`config.mk`:
```
export PLATFORM = sky130hd
export DESIGN_NAME = lcd_8080_responder
export DESIGN_NICKNAME = d
export VERILOG_FILES = /design/src/rtl/lcd_8080_responder.sv
export SDC_FILE = /design/constraint.sdc
export NUM_CORES = 1
export LEC_CHECK = 0
export ABC_CLOCK_PERIOD_IN_PS = 3000
export CORE_MARGIN = 4
export CORE_UTILIZATION = 50
export CTS_CLUSTER_SIZE = 40
export DETAILED_ROUTE_END_ITERATION = 7
export DONT_BUFFER_PORTS = 1
export PLACE_DENSITY = 0.69
export RECOVER_POWER = 50
export SYNTH_ARGS = -nofsm -noshare
export SYNTH_HDL_FRONTEND = slang
export SYNTH_SLANG_ARGS = --single-unit
```
`constraint.sdc`:
```
create_clock -name clk_clk -period 3 [get_ports clk_clk]
set_input_delay 0.75 -clock clk_clk [delete_from_list [all_inputs] [get_ports clk_clk]]
set_output_delay 0.75 -clock clk_clk [all_outputs]
set_load 0.01 [all_outputs]
```
`src/rtl/lcd_8080_responder.sv`:
```
// lcd_8080_responder
//   Panel-side model of an 8080-style LCD bus. It synchronises the bus pins,
//   decodes CASET (0x2A), PASET (0x2B), RAMWR (0x2C), RDID (0x04) and
//   SWRESET (0x01), and turns RAMWR data into an addressed pixel stream.
//
//   Optional feature macro: LCD_RESP_RDID_EN
//     defined   : read path active, RDID returns ID_VALUE bytes
//     undefined : lcd_data_oe/lcd_data_out tied 0, 0x04 treated as unknown
//
// Ports
//   clk_clk, reset_reset_n         : clock, synchronous active-low reset
//   lcd_cs_n, lcd_data_cmd_n       : chip select (low), 1=data 0=command
//   lcd_wr_n, lcd_rd_n             : write strobe (rising edge), read strobe
//   lcd_lcdreset_n                 : panel hardware reset (low)
//   lcd_data_in / lcd_data_out     : bus data in / read data out
//   lcd_data_oe                    : read data drives the bus
//   cmd_strobe, cmd_code           : pulse + code of each accepted command
//   pix_valid, pix_data,pix_x,pix_y: pulse + RGB565 pixel and coordinates
//   frame_done                     : pulse with the pixel at (EC,EP)
module lcd_8080_responder #(
    parameter logic [15:0] ID_VALUE = 16'h9341,
    parameter int          COORD_W  = 9,
    parameter int          SYNC_STG = 2
) (
    input  logic               clk_clk,
    input  logic               reset_reset_n,
    input  logic               lcd_cs_n,
    input  logic               lcd_data_cmd_n,
    input  logic               lcd_wr_n,
    input  logic               lcd_rd_n,
    input  logic               lcd_lcdreset_n,
    input  logic [15:0]        lcd_data_in,
    output logic [15:0]        lcd_data_out,
    output logic               lcd_data_oe,
    output logic               cmd_strobe,
    output logic [7:0]         cmd_code,
    output logic               pix_valid,
    output logic [15:0]        pix_data,
    output logic [COORD_W-1:0] pix_x,
    output logic [COORD_W-1:0] pix_y,
    output logic               frame_done
);

    typedef enum logic [2:0] {S_IDLE, S_CASET, S_PASET, S_RAMWR, S_RDID} state_t;

    // ---------------- input synchronisers ----------------
    logic [SYNC_STG-1:0]       cs_s_q, dc_s_q, wr_s_q, rst_s_q;
    logic [SYNC_STG-1:0][15:0] dat_s_q;
    logic                      wr_prev_q;

    // The edge-detect history is deliberately outside the panel reset so a
    // strobe held across lcdreset cannot create a phantom edge afterwards.
    always_ff @(posedge clk_clk) begin
        if (!reset_reset_n) begin
            cs_s_q    <= '1;
            dc_s_q    <= '0;
            wr_s_q    <= '1;
            rst_s_q   <= '1;
            dat_s_q   <= '0;
            wr_prev_q <= 1'b1;
        end else begin
            cs_s_q    <= {cs_s_q[SYNC_STG-2:0], lcd_cs_n};
            dc_s_q    <= {dc_s_q[SYNC_STG-2:0], lcd_data_cmd_n};
            wr_s_q    <= {wr_s_q[SYNC_STG-2:0], lcd_wr_n};
            rst_s_q   <= {rst_s_q[SYNC_STG-2:0], lcd_lcdreset_n};
            dat_s_q   <= {dat_s_q[SYNC_STG-2:0], lcd_data_in};
            wr_prev_q <= wr_s_q[SYNC_STG-1];
        end
    end

    logic        cs_n_s, dc_s, wr_s, wr_ev, cmd_wr, dat_wr, swrst, panel_rst;
    logic [15:0] din_s;
    assign cs_n_s    = cs_s_q[SYNC_STG-1];
    assign dc_s      = dc_s_q[SYNC_STG-1];
    assign wr_s      = wr_s_q[SYNC_STG-1];
    assign din_s     = dat_s_q[SYNC_STG-1];
    assign panel_rst = !rst_s_q[SYNC_STG-1];
    assign wr_ev     = wr_s && !wr_prev_q && !cs_n_s;
    assign cmd_wr    = wr_ev && !dc_s;
    assign dat_wr    = wr_ev && dc_s;
    assign swrst     = cmd_wr && (din_s[7:0] == 8'h01);

`ifdef LCD_RESP_RDID_EN
    logic [SYNC_STG-1:0] rd_s_q;
    logic                rd_prev_q;
    always_ff @(posedge clk_clk) begin
        if (!reset_reset_n) begin
            rd_s_q    <= '1;
            rd_prev_q <= 1'b1;
        end else begin
            rd_s_q    <= {rd_s_q[SYNC_STG-2:0], lcd_rd_n};
            rd_prev_q <= rd_s_q[SYNC_STG-1];
        end
    end

    logic rd_s, rd_ev;
    assign rd_s  = rd_s_q[SYNC_STG-1];
    // A write in the same cycle wins; the read start is dropped.
    assign rd_ev = !rd_s && rd_prev_q && !cs_n_s && !wr_ev;

    logic [2:0]  ridx_q;
    logic [15:0] rd_word;
    logic        oe_q;
    logic [15:0] dout_q;
    always_comb begin
        rd_word = '0;
        case (ridx_q)
            3'd2:    rd_word = {8'h00, ID_VALUE[15:8]};
            3'd3:    rd_word = {8'h00, ID_VALUE[7:0]};
            default: rd_word = '0;
        endcase
    end
`endif

    // ---------------- command / pixel engine ----------------
    state_t             state_q;
    logic [1:0]         pcnt_q;
    logic [2:0][7:0]    prm_q;
    logic [COORD_W-1:0] sc_q, ec_q, sp_q, ep_q, x_q, y_q, x_d, y_d;
    logic               wrap_x, wrap_y;
    logic [15:0]        rng_lo, rng_hi;
    logic               cmd_strobe_q, pix_valid_q, frame_done_q;
    logic [7:0]         cmd_code_q;
    logic [15:0]        pix_data_q;
    logic [COORD_W-1:0] pix_x_q, pix_y_q;

    assign rng_lo = {prm_q[0], prm_q[1]};
    assign rng_hi = {prm_q[2], din_s[7:0]};

    // ">=" rather than "==" so a start>end window wraps on every pixel
    // instead of running off through the whole coordinate space.
    always_comb begin
        wrap_x = (x_q >= ec_q);
        wrap_y = (y_q >= ep_q);
        x_d    = x_q + 1'b1;
        y_d    = y_q;
        if (wrap_x) begin
            x_d = sc_q;
            y_d = wrap_y ? sp_q : y_q + 1'b1;
        end
    end

    always_ff @(posedge clk_clk) begin
        if (!reset_reset_n || panel_rst || swrst) begin
            state_q      <= S_IDLE;
            pcnt_q       <= '0;
            prm_q        <= '0;
            sc_q         <= '0;
            sp_q         <= '0;
            ec_q         <= '1;
            ep_q         <= '1;
            x_q          <= '0;
            y_q          <= '0;
            cmd_strobe_q <= 1'b0;
            cmd_code_q   <= '0;
            pix_valid_q  <= 1'b0;
            pix_data_q   <= '0;
            pix_x_q      <= '0;
            pix_y_q      <= '0;
            frame_done_q <= 1'b0;
`ifdef LCD_RESP_RDID_EN
            ridx_q       <= '0;
            oe_q         <= 1'b0;
            dout_q       <= '0;
`endif
        end else begin
            cmd_strobe_q <= 1'b0;
            pix_valid_q  <= 1'b0;
            frame_done_q <= 1'b0;
            if (cmd_wr) begin
                cmd_strobe_q <= 1'b1;
                cmd_code_q   <= din_s[7:0];
                pcnt_q       <= '0;
                case (din_s[7:0])
                    8'h2A: state_q <= S_CASET;
                    8'h2B: state_q <= S_PASET;
                    8'h2C: begin
                        state_q <= S_RAMWR;
                        x_q     <= sc_q;
                        y_q     <= sp_q;
                    end
`ifdef LCD_RESP_RDID_EN
                    8'h04: begin
                        state_q <= S_RDID;
                        ridx_q  <= '0;
                    end
`endif
                    default: state_q <= S_IDLE;
                endcase
            end else if (dat_wr) begin
                case (state_q)
                    S_CASET, S_PASET: begin
                        if (pcnt_q == 2'd3) begin
                            if (state_q == S_CASET) begin
                                sc_q <= rng_lo[COORD_W-1:0];
                                ec_q <= rng_hi[COORD_W-1:0];
                            end else begin
                                sp_q <= rng_lo[COORD_W-1:0];
                                ep_q <= rng_hi[COORD_W-1:0];
                            end
                            pcnt_q  <= '0;
                            state_q <= S_IDLE;
                        end else begin
                            prm_q[pcnt_q] <= din_s[7:0];
                            pcnt_q        <= pcnt_q + 1'b1;
                        end
                    end
                    S_RAMWR: begin
                        pix_valid_q  <= 1'b1;
                        pix_data_q   <= din_s;
                        pix_x_q      <= x_q;
                        pix_y_q      <= y_q;
                        frame_done_q <= wrap_x && wrap_y;
                        x_q          <= x_d;
                        y_q          <= y_d;
                    end
                    default: ;
                endcase
            end
`ifdef LCD_RESP_RDID_EN
            if (rd_ev) begin
                oe_q   <= 1'b1;
                dout_q <= (state_q == S_RDID) ? rd_word : 16'h0000;
                if (state_q == S_RDID && ridx_q != 3'd4)
                    ridx_q <= ridx_q + 1'b1;
            end else if (rd_s || cs_n_s) begin
                oe_q   <= 1'b0;
                dout_q <= '0;
            end
`endif
        end
    end

    assign cmd_strobe = cmd_strobe_q;
    assign cmd_code   = cmd_code_q;
    assign pix_valid  = pix_valid_q;
    assign pix_data   = pix_data_q;
    assign pix_x      = pix_x_q;
    assign pix_y      = pix_y_q;
    assign frame_done = frame_done_q;
`ifdef LCD_RESP_RDID_EN
    assign lcd_data_oe  = oe_q;
    assign lcd_data_out = dout_q;
`else
    logic unused_rd;
    assign unused_rd    = ^{lcd_rd_n, ID_VALUE};
    assign lcd_data_oe  = 1'b0;
    assign lcd_data_out = '0;
`endif

endmodule
```
### Word level (Yosys, flattened, before mapping)

Index checks and enable logic that the tools add are counted.

| operators by class | value |
|---|---|
| $add $sub $neg | 3 |
| magnitude comparators | 4 |
| equality and inequality tests | 9 |
| multiplexer cells | 22 |
| bitwise logic cells | 5 |
| reductions and logical operators | 31 |

Operator list:

| cell | count |
|---|---|
| $mux 9 | 11 |
| $bwmux 24 | 1 |
| $eq 8x6->1 const B | 3 |
| $add 9x1->9 const B | 2 |
| $ge 9x9->1 | 2 |
| $demux 8 s2 | 1 |
| $mux 3 | 4 |
| $reduce_and 5->1 | 2 |
| $reduce_bool 2->1 | 5 |
| $reduce_and 3->1 | 3 |
| $eq 8x1->1 const B | 1 |
| $mux 8 | 1 |
| $reduce_and 4->1 | 2 |
| $logic_and 1x1->1 | 7 |
| $eq 3x2->1 const B | 2 |
| $pmux 2 s3 | 1 |
| $logic_not 1->1 | 5 |
| $not 1->1 | 5 |
| $reduce_or 2->1 | 2 |
| $reduce_or 4->1 | 1 |
| $eq 3x1->1 const B | 1 |
| $lt 2x3->1 const B | 1 |
| $reduce_or 3->1 | 1 |
| $add 2x1->2 const B | 1 |
| other kinds (7) | 9 |

| storage, ports and cells | value |
|---|---|
| flip-flop bits (word level) | 169 |
| input bits | 23 |
| output and inout bits | 62 |

### Longest topological paths before layout

| depth | value |
|---|---|
| depth after elaboration | 7 |
| mapped depth | 10 |
| gate-level depth less buffers | 8 |

### Worst setup path after synthesis

OpenSTA, ideal clock, no wires.

| path | value |
|---|---|
| kind | reg2reg |
| from | register ec_q[6] |
| to | register x_q[5] |
| setup time | 70 ps |
| data arrival time | 2076 ps |
| required time | 2930 ps |
| setup slack | 855 ps |
| cell stages (with the launch flop) | 11 |
| clock period less this slack | 2145 ps |
| cell sequence | dfxtp_1 > inv_1 > ha_1 > a211oi_1 > nor2_1 > or4_1 > buf_2 > o21ai_2 > buf_2 > o21ai_0 > a21oi_1 |

| between the ends | value |
|---|---|
| word-level cells in the longest chain between the ends | 5 |

RTL lines:

| item | RTL line | source |
|---|---|---|
| start: declaration | 119 | `logic [COORD_W-1:0] sc_q, ec_q, sp_q, ep_q, x_q, y_q, x_d, y_d;` |
| start signal: assignment | 196 | `ec_q <= rng_hi[COORD_W-1:0];` |
| $ge 9x9->1 | 133 | `wrap_x = (x_q >= ec_q);` |
| $mux 9 | 137 | `if (wrap_x) begin` |
| $mux 9 | 191 | `case (state_q)` |
| $mux 9 | 190 | `end else if (dat_wr) begin` |
| $mux 9 | 170 | `if (cmd_wr) begin` |
| end signal: assignment | 179 | `x_q <= sc_q;` |
| end: declaration | 119 |  |

Every way passes these cells. The select of a mux whose other input is x is not followed.
A chain may end at the register's enable or synchronous reset.

### Final worst setup path

| path | value |
|---|---|
| from | register x_q[6] |
| to | register y_q[3] |

| between the ends | value |
|---|---|
| word-level cells in the longest chain between the ends | 3 |

RTL lines:

| item | RTL line | source |
|---|---|---|
| $ge 9x9->1 | 133 |  |
| $reduce_bool 2->1 (no source line) | n/a |  |
| $reduce_and 4->1 (no source line) | n/a |  |
| end signal: assignment | 180 | `y_q <= sp_q;` |
| end signal: assignment | 215 | `y_q <= y_d;` |
| end: declaration | 119 |  |

Every way passes these cells.

==> impl_metrics.env <==
export IMPL_cp_slowest_cell="or4_1"
export IMPL_finalHoldViolCount=0
export IMPL_synth_cell_area_sq_mm=0.00619
export IMPL_synth_ff_type="dfxtp_1"
export IMPL_yosysWarnings=0
export IMPL_io_buffers=0
export IMPL_syn_inst=719
export IMPL_layout_cells_non_filler=892
export IMPL_ctsResizeCount=0
export IMPL_power_switching_uw=905
export IMPL_cts_buffers=17
export IMPL_h_tree_depth=4
export IMPL_cts_tree="yes"
export IMPL_holdCritPathClass="input port to register"
export IMPL_num_antenna_cells=0
export IMPL_cp_cell_sequence="ha_1 > a211oi_1 > nor2_1 > or4_1 > o21ai_2 > nor2_1 > a32o_1"
export IMPL_yosys_cell_count_top_type="nand2_1"
export IMPL_clkTransAtPathRegs_ns=0.06
export IMPL_finClkSkew_ns=0.00718
export IMPL_fin_tns_setup_ns=0
export IMPL_crit_top_cell="nor2_1"
export IMPL_yosysSeqAreaShare_pct=49.8
export IMPL_dieWidth_microns=119
export IMPL_cts_sinks=154
export IMPL_critPathRequiredTime_ns=3.31
export IMPL_finalSetupViolations=0
export IMPL_worst_pin_slew_ns=0.966
export IMPL_ios=85
export IMPL_drv_slew=0
export IMPL_p_leak_uw=0.00260
export IMPL_placed_cells=860
export IMPL_antenna_found_initial=0
export IMPL_dr_pass1_iters=6
export IMPL_num_fill_cells=1062
export IMPL_hold_buffers=0
export IMPL_routed_wirelength_microns=14300
export IMPL_met3_usage_pct=6.32
export IMPL_ff_latch_area_sq_mm=0.00308
export IMPL_dpl_hpwl_microns=9760
export IMPL_grt_pass1_wl_microns=22500
export IMPL_die_area_sq_mm=0.0142
export IMPL_grt_busiest_layer="met2"
export IMPL_synth_seq_cells=154
export IMPL_yosysTopAreaCellShare_pct=49.8
export IMPL_start_kind="register"
export IMPL_root_buffer="clkbuf_16"
export IMPL_dr_first_iter_drc_count=328
export IMPL_crit_path_max_incr_delay_ns=0.67
export IMPL_pwr_density_cell_mw_per_mm2=631
export IMPL_gp_congestion=0.856
export IMPL_post_drt_via_cell_ratio=5.41
export IMPL_track_usage_pct=20.2
export IMPL_grt_ovfl_total=0
export IMPL_placed_area_sq_mm=0.00628
export IMPL_multi_input_area_sq_mm=0.00277
export IMPL_vdd_drop_max_mv=0.421
export IMPL_synthTopCellsByArea="dfxtp_1 50%, nand2_1 10%, a21oi_1 6.9%"
export IMPL_core_area_sq_mm=0.0121
export IMPL_met1_usage_pct=25.8
export IMPL_cp_data_arrival_time_ns=2.87
export IMPL_synth_edf_count=0
export IMPL_use_met2_pct=32.0
export IMPL_postSynth_asyncResetShare_pct=0
export IMPL_area_growth_pct=10.8
export IMPL_synth_top_cell_by_area="dfxtp_1"
export IMPL_synth_cell_types=53
export IMPL_cts_setup_buffers=0
export IMPL_power_frac_seq_pct=48.3
export IMPL_drive_above_1_share_pct=7.32
export IMPL_vias=4827
export IMPL_routedWlPerCell_microns=16.0
export IMPL_final_util_pct=56.8
export IMPL_grt_max_degree=45
export IMPL_rsz0062_at_grt="false"
export IMPL_grt_pass1_vias=4536
export IMPL_crit_fanout=7
export IMPL_worstSkewPairLatency_ns=0.42
export IMPL_critPathCaptureType="register"
export IMPL_clockPowerShare_pct=49.8
export IMPL_maxCapViolations=0
export IMPL_fmax_ghz=0.391
export IMPL_min_period_ns=2.56
export IMPL_num_rows=40
export IMPL_p_comb_share_pct=1.9
export IMPL_initial_utilization_pct=51.3
export IMPL_synth_commonest_cells="165 x nand2_1, 154 x dfxtp_1, 85 x a21oi_1"
export IMPL_final_area_sq_mm=0.00686
export IMPL_nets=760
export IMPL_fp_dieH_microns=119
export IMPL_drc=0
export IMPL_antenna_left=0
export IMPL_ctsLongestPathBuffers=2
export IMPL_syn_avg_cell_area_sq_um=8.60
export IMPL_max_slew_margin_rel_pct=35.6
export IMPL_power_internal_uw=3420
export IMPL_post_route_period_util_pct=85.2
export IMPL_status="completed"
export IMPL_critPathKind="register to register"
export IMPL_swShare_pct=20.9
==> power groups by stage <==
stage                     Combinational, uW  Clock, uW  Sequential [uW]
after global routing                   90.9       2260             2090
after global placement                 81.7          0             2140
after CTS                              83.8       2170             2090
after floorplan                        85.5          0             2120
after detailed placement               83.3          0             2140
final                                  83.2       2150             2090
==> critical path: cells and delay by family (launching register included) <==
kind / cells / cell delay (ns)
AO/OA/AOI/OAI: 3 / 0.82
flip-flops: 1 / 0.41
adder cells (fa/ha/maj): 1 / 0.27
AND/OR/NAND/NOR: 3 / 0.93
==> area by class of cell <==
class / instances / area share, %
Clock inverter: 11 / 2.12
Sequential cell: 154 / 45.0
Timing Repair Buffer: 15 / 1.61
Clock buffer: 21 / 6.57
Tap cell: 168 / 3.07
Inverter: 24 / 1.31
Multi-Input combinational cell: 499 / 40.4
==> final timing paths <==
check	start	end	slack [ns]	depth (start not counted)
worst max-delay path	x_q[6]	y_q[3]	0.44	7
worst min-delay path	reset_reset_n	cs_s_q[0]	0.40	1
worst max register to register	x_q[6]	y_q[3]	0.44	7
worst min register to register	rst_s_q[0]	rst_s_q[1]	0.41	1
==> registers in the layout, indices dropped and copies added, names as in the netlist, 2 cells and up <==
signal,count
ep_q,9
wr_s_q,2
pix_y,9
pix_data,16
prm_q,10
x_q,9
y_q,9
ec_q,9
sc_q,9
din_s,16
pcnt_q,2
state_q,2
cs_s_q,2
dc_s_q,2
pix_x,9
sp_q,9
cmd_code,8
rst_s_q,2
dat_s_q,16
==> kinds of logic (layout without fill, tap and decap cells) <==
group                      count (synthesis)  count (layout)  synth area share, %
AOI/OAI and AO/OA                        154             154                 14.9
xor gates and xnor gates                   5               5                0.708
adders and majority gates                 26              26                 5.26
buffers and inverters                     82              71                 6.27
DFF                                      154             154                 49.8
muxes                                      2               2                0.324
other                                      1              17               0.0606
and+or+nand+nor                          295             295                 22.7
==> per-layer routing <==
metal / part of all wire [%] / vias to the layer above
li1: - / 2373
met1: 45 / 2273
met2: 46 / 162
met3: 7.1 / 19
met4: 2.0 / 0
met5: 0 / -
==> cell usage in the layout (no fill, tap or decap), types with 3 or more instances in the layout <==
cell        synthesis  final
clkinvlp_4          0      3
and2_0              1     15
o31ai_1             3      3
a32o_1              7      7
dfxtp_1           154    154
nor3_1              9      9
and2_1             36     22
and3_1              6      6
a21oi_1            85     85
xnor2_1             4      4
conb_1              1     17
a31oi_1             3      3
bufinv_16           0      3
inv_1              24     24
o21ai_0            21     21
o21a_1              3      3
clkbuf_1           30      3
clkinv_2            0      3
ha_1               26     26
nand3_1            25     25
nor4_1              4      4
nand2_1           165    165
o211ai_1           21     21
nor2b_1             5      4
nand2b_1           10     10
clkbuf_16           0     17
nor2_1             15     15
buf_4              17     14
nand4_1             5      5
==> metrics by stage <==
step	setup slack, ns	power [uW]	hold slack, ns
3_3_place_gp	0.567	2220	0.391
3_5_place_dp	0.501	2220	0.395
4_1_cts	0.478	4350	0.395
5_1_grt	0.263	4450	0.391
6_report	0.443	4330	0.398
2_1_floorplan	0.855	2210	0.386
No activity file was read; power rests on OpenSTA's default activity.
